[config.mk]
export PLATFORM = sky130hd
export DESIGN_NAME = trap_ctrl
export DESIGN_NICKNAME = d
export VERILOG_FILES = /design/src/rtl/trap_ctrl.sv
export SDC_FILE = /design/constraint.sdc
export NUM_CORES = 1
export LEC_CHECK = 0
export BUFFER_PORTS_ARGS = -buffer_cell sky130_fd_sc_hd__buf_2
export CAP_MARGIN = 20
export CORE_MARGIN = 2
export CORE_UTILIZATION = 43
export DETAILED_ROUTE_END_ITERATION = 8
export GPL_TIMING_DRIVEN = 0
export PLACE_DENSITY = 0.85
export SLEW_MARGIN = 20
export SYNTH_ARGS = -nofsm -noshare
export SYNTH_HDL_FRONTEND = slang
export SYNTH_SLANG_ARGS = --single-unit
export TNS_END_PERCENT = 1
[constraint.sdc]
create_clock -name clk -period 1.7 [get_ports clk]
set_clock_uncertainty 0.05 [all_clocks]
set_input_delay 0.17 -clock clk [delete_from_list [all_inputs] [get_ports clk]]
set_output_delay 0.17 -clock clk [all_outputs]
set_load 0.01 [all_outputs]
[src/rtl/trap_ctrl.sv]
// trap_ctrl: commit-stage trap controller.
//
// Sits between the ROB commit port, the CSR file and the pipeline flush logic.
// At each commit boundary it arbitrates enabled interrupts, synchronous
// exceptions, MRET and WFI. It emits registered one-cycle trap/retire/mret
// pulses and holds a flush request until the pipeline acknowledges it.
//
// Optional feature macro: TRAP_CTRL_WFI_EN
//   defined   - WFI enters SLEEP and the core wakes on an enabled interrupt
//   undefined - WFI commits as a plain retire and sleeping is tied low
//
// Ports:
//   clk, rst            clock, synchronous active-high reset
//   rob_commit_valid    ROB head valid
//   rob_cm_pc           PC of the ROB head
//   rob_cm_exp          head raised an exception with cause rob_cm_ecause
//   rob_cm_mret         head is MRET
//   rob_cm_wfi          head is WFI
//   irq_pending         level pending bits from the CSR file
//   irq_enable          per-line interrupt enables
//   global_ie           global interrupt enable
//   flush_done          pipeline flush acknowledge
//   commit_ready        ROB may commit this cycle (idle state)
//   retired             registered retire pulse
//   trap_valid          registered trap pulse, qualifies ecp/ecause/interrupt
//   ecp, ecause         trap PC and cause, held between traps
//   interrupt           last trap was an interrupt
//   mret_valid          registered MRET pulse
//   flush_req           flush request, held until flush_done
//   sleeping            waiting in WFI sleep

module trap_ctrl #(
  parameter int unsigned PC_WIDTH     = 32,
  parameter int unsigned NUM_IRQ      = 3,
  parameter int unsigned ECAUSE_WIDTH = 4,
  parameter logic [NUM_IRQ*ECAUSE_WIDTH-1:0] IRQ_CAUSE = {4'd11, 4'd7, 4'd3}
) (
  input  logic                    clk,
  input  logic                    rst,
  input  logic                    rob_commit_valid,
  input  logic [PC_WIDTH-1:0]     rob_cm_pc,
  input  logic                    rob_cm_exp,
  input  logic [ECAUSE_WIDTH-1:0] rob_cm_ecause,
  input  logic                    rob_cm_mret,
  input  logic                    rob_cm_wfi,
  input  logic [NUM_IRQ-1:0]      irq_pending,
  input  logic [NUM_IRQ-1:0]      irq_enable,
  input  logic                    global_ie,
  input  logic                    flush_done,
  output logic                    commit_ready,
  output logic                    retired,
  output logic                    trap_valid,
  output logic [PC_WIDTH-1:0]     ecp,
  output logic [ECAUSE_WIDTH-1:0] ecause,
  output logic                    interrupt,
  output logic                    mret_valid,
  output logic                    flush_req,
  output logic                    sleeping
);

  localparam logic [1:0] StIdle  = 2'd0;
  localparam logic [1:0] StFlush = 2'd1;
`ifdef TRAP_CTRL_WFI_EN
  localparam logic [1:0] StSleep = 2'd2;
`endif

  logic [1:0]              state_q, state_d;
  logic                    retired_q, retired_d;
  logic                    trap_valid_q, trap_valid_d;
  logic [PC_WIDTH-1:0]     ecp_q, ecp_d;
  logic [ECAUSE_WIDTH-1:0] ecause_q, ecause_d;
  logic                    interrupt_q, interrupt_d;
  logic                    mret_valid_q, mret_valid_d;
`ifdef TRAP_CTRL_WFI_EN
  logic [PC_WIDTH-1:0]     wake_pc_q, wake_pc_d;
`else
  logic                    unused_wfi;
  assign unused_wfi = rob_cm_wfi;
`endif

  logic [NUM_IRQ-1:0]      irq_masked;
  logic                    irq_any;
  logic                    irq_take;
  logic [ECAUSE_WIDTH-1:0] irq_cause;
  logic                    commit;

  // Highest-index enabled line wins: later loop iterations overwrite earlier ones.
  always_comb begin
    irq_masked = irq_pending & irq_enable;
    irq_any    = |irq_masked;
    irq_take   = irq_any & global_ie;
    irq_cause  = '0;
    for (int i = 0; i < NUM_IRQ; i++) begin
      if (irq_masked[i]) begin
        irq_cause = IRQ_CAUSE[i*ECAUSE_WIDTH +: ECAUSE_WIDTH];
      end
    end
  end

  assign commit_ready = (state_q == StIdle);
  assign flush_req    = (state_q == StFlush);
`ifdef TRAP_CTRL_WFI_EN
  assign sleeping     = (state_q == StSleep);
`else
  assign sleeping     = 1'b0;
`endif
  assign commit       = rob_commit_valid & commit_ready;

  always_comb begin
    state_d      = state_q;
    retired_d    = 1'b0;
    trap_valid_d = 1'b0;
    mret_valid_d = 1'b0;
    ecp_d        = ecp_q;
    ecause_d     = ecause_q;
    interrupt_d  = interrupt_q;
`ifdef TRAP_CTRL_WFI_EN
    wake_pc_d    = wake_pc_q;
`endif

    case (state_q)
      StIdle: begin
        // Interrupts are only taken at a commit boundary.
        if (commit) begin
          if (irq_take) begin
            // The committing instruction is not retired; it re-executes on return.
            trap_valid_d = 1'b1;
            interrupt_d  = 1'b1;
            ecause_d     = irq_cause;
            ecp_d        = rob_cm_pc;
            state_d      = StFlush;
          end else if (rob_cm_exp) begin
            trap_valid_d = 1'b1;
            interrupt_d  = 1'b0;
            ecause_d     = rob_cm_ecause;
            ecp_d        = rob_cm_pc;
            state_d      = StFlush;
          end else if (rob_cm_mret) begin
            retired_d    = 1'b1;
            mret_valid_d = 1'b1;
            state_d      = StFlush;
`ifdef TRAP_CTRL_WFI_EN
          end else if (rob_cm_wfi) begin
            retired_d    = 1'b1;
            wake_pc_d    = rob_cm_pc + PC_WIDTH'(4);
            state_d      = StSleep;
`endif
          end else begin
            retired_d    = 1'b1;
          end
        end
      end

      StFlush: begin
        if (flush_done) begin
          state_d = StIdle;
        end
      end

`ifdef TRAP_CTRL_WFI_EN
      StSleep: begin
        // Wake on any enabled line; global_ie only decides whether we trap.
        if (irq_any) begin
          if (global_ie) begin
            trap_valid_d = 1'b1;
            interrupt_d  = 1'b1;
            ecause_d     = irq_cause;
            ecp_d        = wake_pc_q;
            state_d      = StFlush;
          end else begin
            state_d      = StIdle;
          end
        end
      end
`endif

      default: state_d = StIdle;
    endcase
  end

  always_ff @(posedge clk) begin
    if (rst) begin
      state_q      <= StIdle;
      retired_q    <= 1'b0;
      trap_valid_q <= 1'b0;
      ecp_q        <= '0;
      ecause_q     <= '0;
      interrupt_q  <= 1'b0;
      mret_valid_q <= 1'b0;
`ifdef TRAP_CTRL_WFI_EN
      wake_pc_q    <= '0;
`endif
    end else begin
      state_q      <= state_d;
      retired_q    <= retired_d;
      trap_valid_q <= trap_valid_d;
      ecp_q        <= ecp_d;
      ecause_q     <= ecause_d;
      interrupt_q  <= interrupt_d;
      mret_valid_q <= mret_valid_d;
`ifdef TRAP_CTRL_WFI_EN
      wake_pc_q    <= wake_pc_d;
`endif
    end
  end

  assign retired    = retired_q;
  assign trap_valid = trap_valid_q;
  assign ecp        = ecp_q;
  assign ecause     = ecause_q;
  assign interrupt  = interrupt_q;
  assign mret_valid = mret_valid_q;

endmodule

==> summary by stage <==
Yosys
Summing every instance area after synthesis gives 1620 µm². The post-synthesis sequential element count is 41. Yosys attributes the largest share of cell area to sky130_fd_sc_hd__dfxtp_1 (51%), sky130_fd_sc_hd__a21oi_1 (11%), sky130_fd_sc_hd__nand3_1 (10%). After technology mapping, the gate count stands at 192. The fraction of synthesized cell area taken by the top area cell type is 0.506.

After synthesis, the share of flip-flops with an asynchronous set or reset is 0. The Yosys step of the flow raised 0 warnings. The number of synthesized flops with an enable pin is 0. The most used flip-flop cell after synthesis is sky130_fd_sc_hd__dfxtp_1. The total nets after synthesis is 242. The synthesized design spends more area on one cell type than any other, namely sky130_fd_sc_hd__dfxtp_1. The number of library cell types mapped by synthesis is 32. In this run the mean area of a mapped cell was 8.45 µm². Of the synthesized area, sequential elements account for 0.506.

Finish
At the end of the flow the core is filled with cells to 0.609. After the last flow step, the layout net total stands at 338. The area growth from synthesis to layout is 36.3%.

The layout cell share with drive strength beyond 1 is 0.388. The number of inserted diodes is 0.

Routing
The DRC marker count from the first detailed-route iteration is 137. Wires add up to 4140 µm. The number of nets still failing antenna checks after routing is 0. The number of optimization iterations in the first detailed-route pass is 4. In the routed design, unresolved DRC markers number 0. The average vias per placed instance is 5.21. After detailed routing, the average wire length per cell comes to 12.3 µm.

The total vias in the final route is 1755.

Setup path
STA puts the critical path data required time at 1850 ps. The maximum fanout along the worst path is 19. The data arrival time of the worst path is 1570 ps. The worst setup path is launched from a register. The kind of end point of the critical path is a register.

The critical path start-end classification is register to register.

Power
Dividing total power by cell area gives a power density of 912 nW/µm². The analysis attributes to cell leakage a power of 1.02 nW. The largest voltage drop on the vdd net is 0.465 mV.

Floorplanning
The row count is 22. The area of the core is 3630 µm². The floorplan step defined a die boundary enclosing 4280 µm². For this configuration, the core starts out at a cell density of 0.447.

The floorplan step set the die width to 65.4 µm. The I/O pin count is 93. Measured along the y axis, the die boundary spans 65.4 µm.

Global route
The global routing usage summed across all routing layers is 0.197. The number of antenna violations at the first check in global routing came to 0. Entering global routing, the biggest net connects 13 pins. The via count of the first global-routing pass is 1549. The first-pass GRT wire length is 6670 µm.

The final global-route overflow total is 0.

Clock tree
At the later pin of the worst-skew pair, clock insertion delay measures 280 ps. The clock tree from TritonCTS is yes. The cts-stage hold buffer count is 0. In this run, CTS created clock tree buffers numbering 5. The clock tree synthesis step divided the H-tree into 2 levels. The clock tree buffer depth is 2. In this run, post-CTS repair resized a total of 0 instances. The clock root buffer is sky130_fd_sc_hd__clkbuf_8. The post-CTS repair timing setup buffer count is 0. After clock tree synthesis, the clock-pin slew on the worst setup and hold paths is 70 ps. The count of clock tree sinks is 41.

STA
Of the available clock period, the critical path in the final layout requires 0.833. The max-slew violation count is 0. The total negative slack for setup checks is 0 ps. Setup repair after global routing left no endpoint under its margin. The number of failing hold endpoints at the final stage came to 0.

Subtracting the final worst setup slack from the clock period gives 1420 ps. Setup violations remaining at the end of the flow were counted as 0. The highest attainable clock frequency is 0.706 GHz.

Flow run
Across the run, the number of max-cap violations was 0.

Placed design
The wire-length estimate of the detail-placed layout is 3050 µm. Buffers placed on the I/O ports in this run total 90. The final weighted congestion in routability-driven placement is 0.717.

Run status
The run finished with clean final reports.

Worst hold path
The worst hold path belongs to the class primary input to register.
-- synthesized netlist by cell type (2+ instances only) --
| master | instances |
|---|---|
| sky130_fd_sc_hd__nand2_1 | 3 |
| sky130_fd_sc_hd__a21oi_1 | 35 |
| sky130_fd_sc_hd__clkbuf_1 | 7 |
| sky130_fd_sc_hd__buf_4 | 2 |
| sky130_fd_sc_hd__clkbuf_2 | 4 |
| sky130_fd_sc_hd__o21ai_1 | 10 |
| sky130_fd_sc_hd__inv_1 | 3 |
| sky130_fd_sc_hd__buf_2 | 3 |
| sky130_fd_sc_hd__nand3_1 | 34 |
| sky130_fd_sc_hd__o21ai_0 | 25 |
| sky130_fd_sc_hd__nor2_1 | 3 |
| sky130_fd_sc_hd__clkbuf_4 | 2 |
| sky130_fd_sc_hd__a22oi_1 | 2 |
| sky130_fd_sc_hd__dfxtp_1 | 41 |
-- worst max-delay path: stages (launching register included) --
cell,delay [ps]
sky130_fd_sc_hd__dfxtp_1,330
sky130_fd_sc_hd__nor2b_1,200
sky130_fd_sc_hd__buf_2,360
sky130_fd_sc_hd__nand2_1,150
sky130_fd_sc_hd__a211oi_1,240
-- per-stage QoR --
stage	hold slack, ps	area (µm²)	total power, mW	cells	setup slack, ps
finish	53.2	2210	2.02	337	284
global route	60.7	2210	2.13	337	156
CTS	46.7	2220	2.04	338	123
detailed placement	344	2130	1.45	330	140
global placement	341	2130	1.44	330	129
floorplan	207	1620	1.28	192	390
-- flip-flops by register name, indices dropped and copies added, names as in the netlist --
register and cells:
ecp 32, ecause 4, interrupt 1, mret_valid 1, retired 1, state_q 1
trap_valid 1
-- kinds of logic after synthesis --
family	count (synthesis)	share of synthesized area
other cells	1	0.00231
compound gates	83	0.287
flops	41	0.506
simple gates	45	0.140
buf+inv	22	0.0655
-- worst paths after layout --
kind | cells after the start | slack (ps) | start | endpoint
setup / recovery | 4 | 280 | state_q[0] | ecause[1]
hold / removal | 2 | 50 | rob_cm_mret | mret_valid
setup reg to reg | 4 | 280 | state_q[0] | ecause[1]
hold reg to reg | 2 | 410 | ecause[1] | ecause[1]
-- where the power goes --
part	switching (mW)	internal (mW)	total (mW)
combinational	0.222	0.158	0.380
clock	0.309	0.284	0.593
sequential	0.0245	1.02	1.04
total	0.555	1.46	2.02
-- cell usage in the layout (no fill, tap or decap), drive strengths merged, types with 2 or more instances in the layout --
cell / netlist / layout
buf: 5 / 95
dfxtp: 41 / 41
clkbuf: 13 / 18
nand2: 3 / 3
nor2: 3 / 3
clkinv: 0 / 2
a21boi: 2 / 2
a21oi: 35 / 35
o21ai: 36 / 36
a22oi: 2 / 2
nand3: 34 / 34
inv: 4 / 4
-- layout make-up --
class                   count  area [µm²]
flip-flops and latches     41         821
repair buffers             90         450
clock inverters             2        10.0
multi-input cells         129         696
plain buffers              17        87.6
well taps                  48        60.1
clock buffers               6        72.6
inverters                   4        15.0
fillers                   378        1420
-- metal layers --
layer	up-vias	global-route usage	share of wire
met3	2	0.0616	0.078
met5	-	0	0
met2	63	0.323	0.49
met4	0	0.0469	0.0053
li1	887	-	-
met1	803	0.253	0.43
No activity file was read; power rests on OpenSTA's default activity.
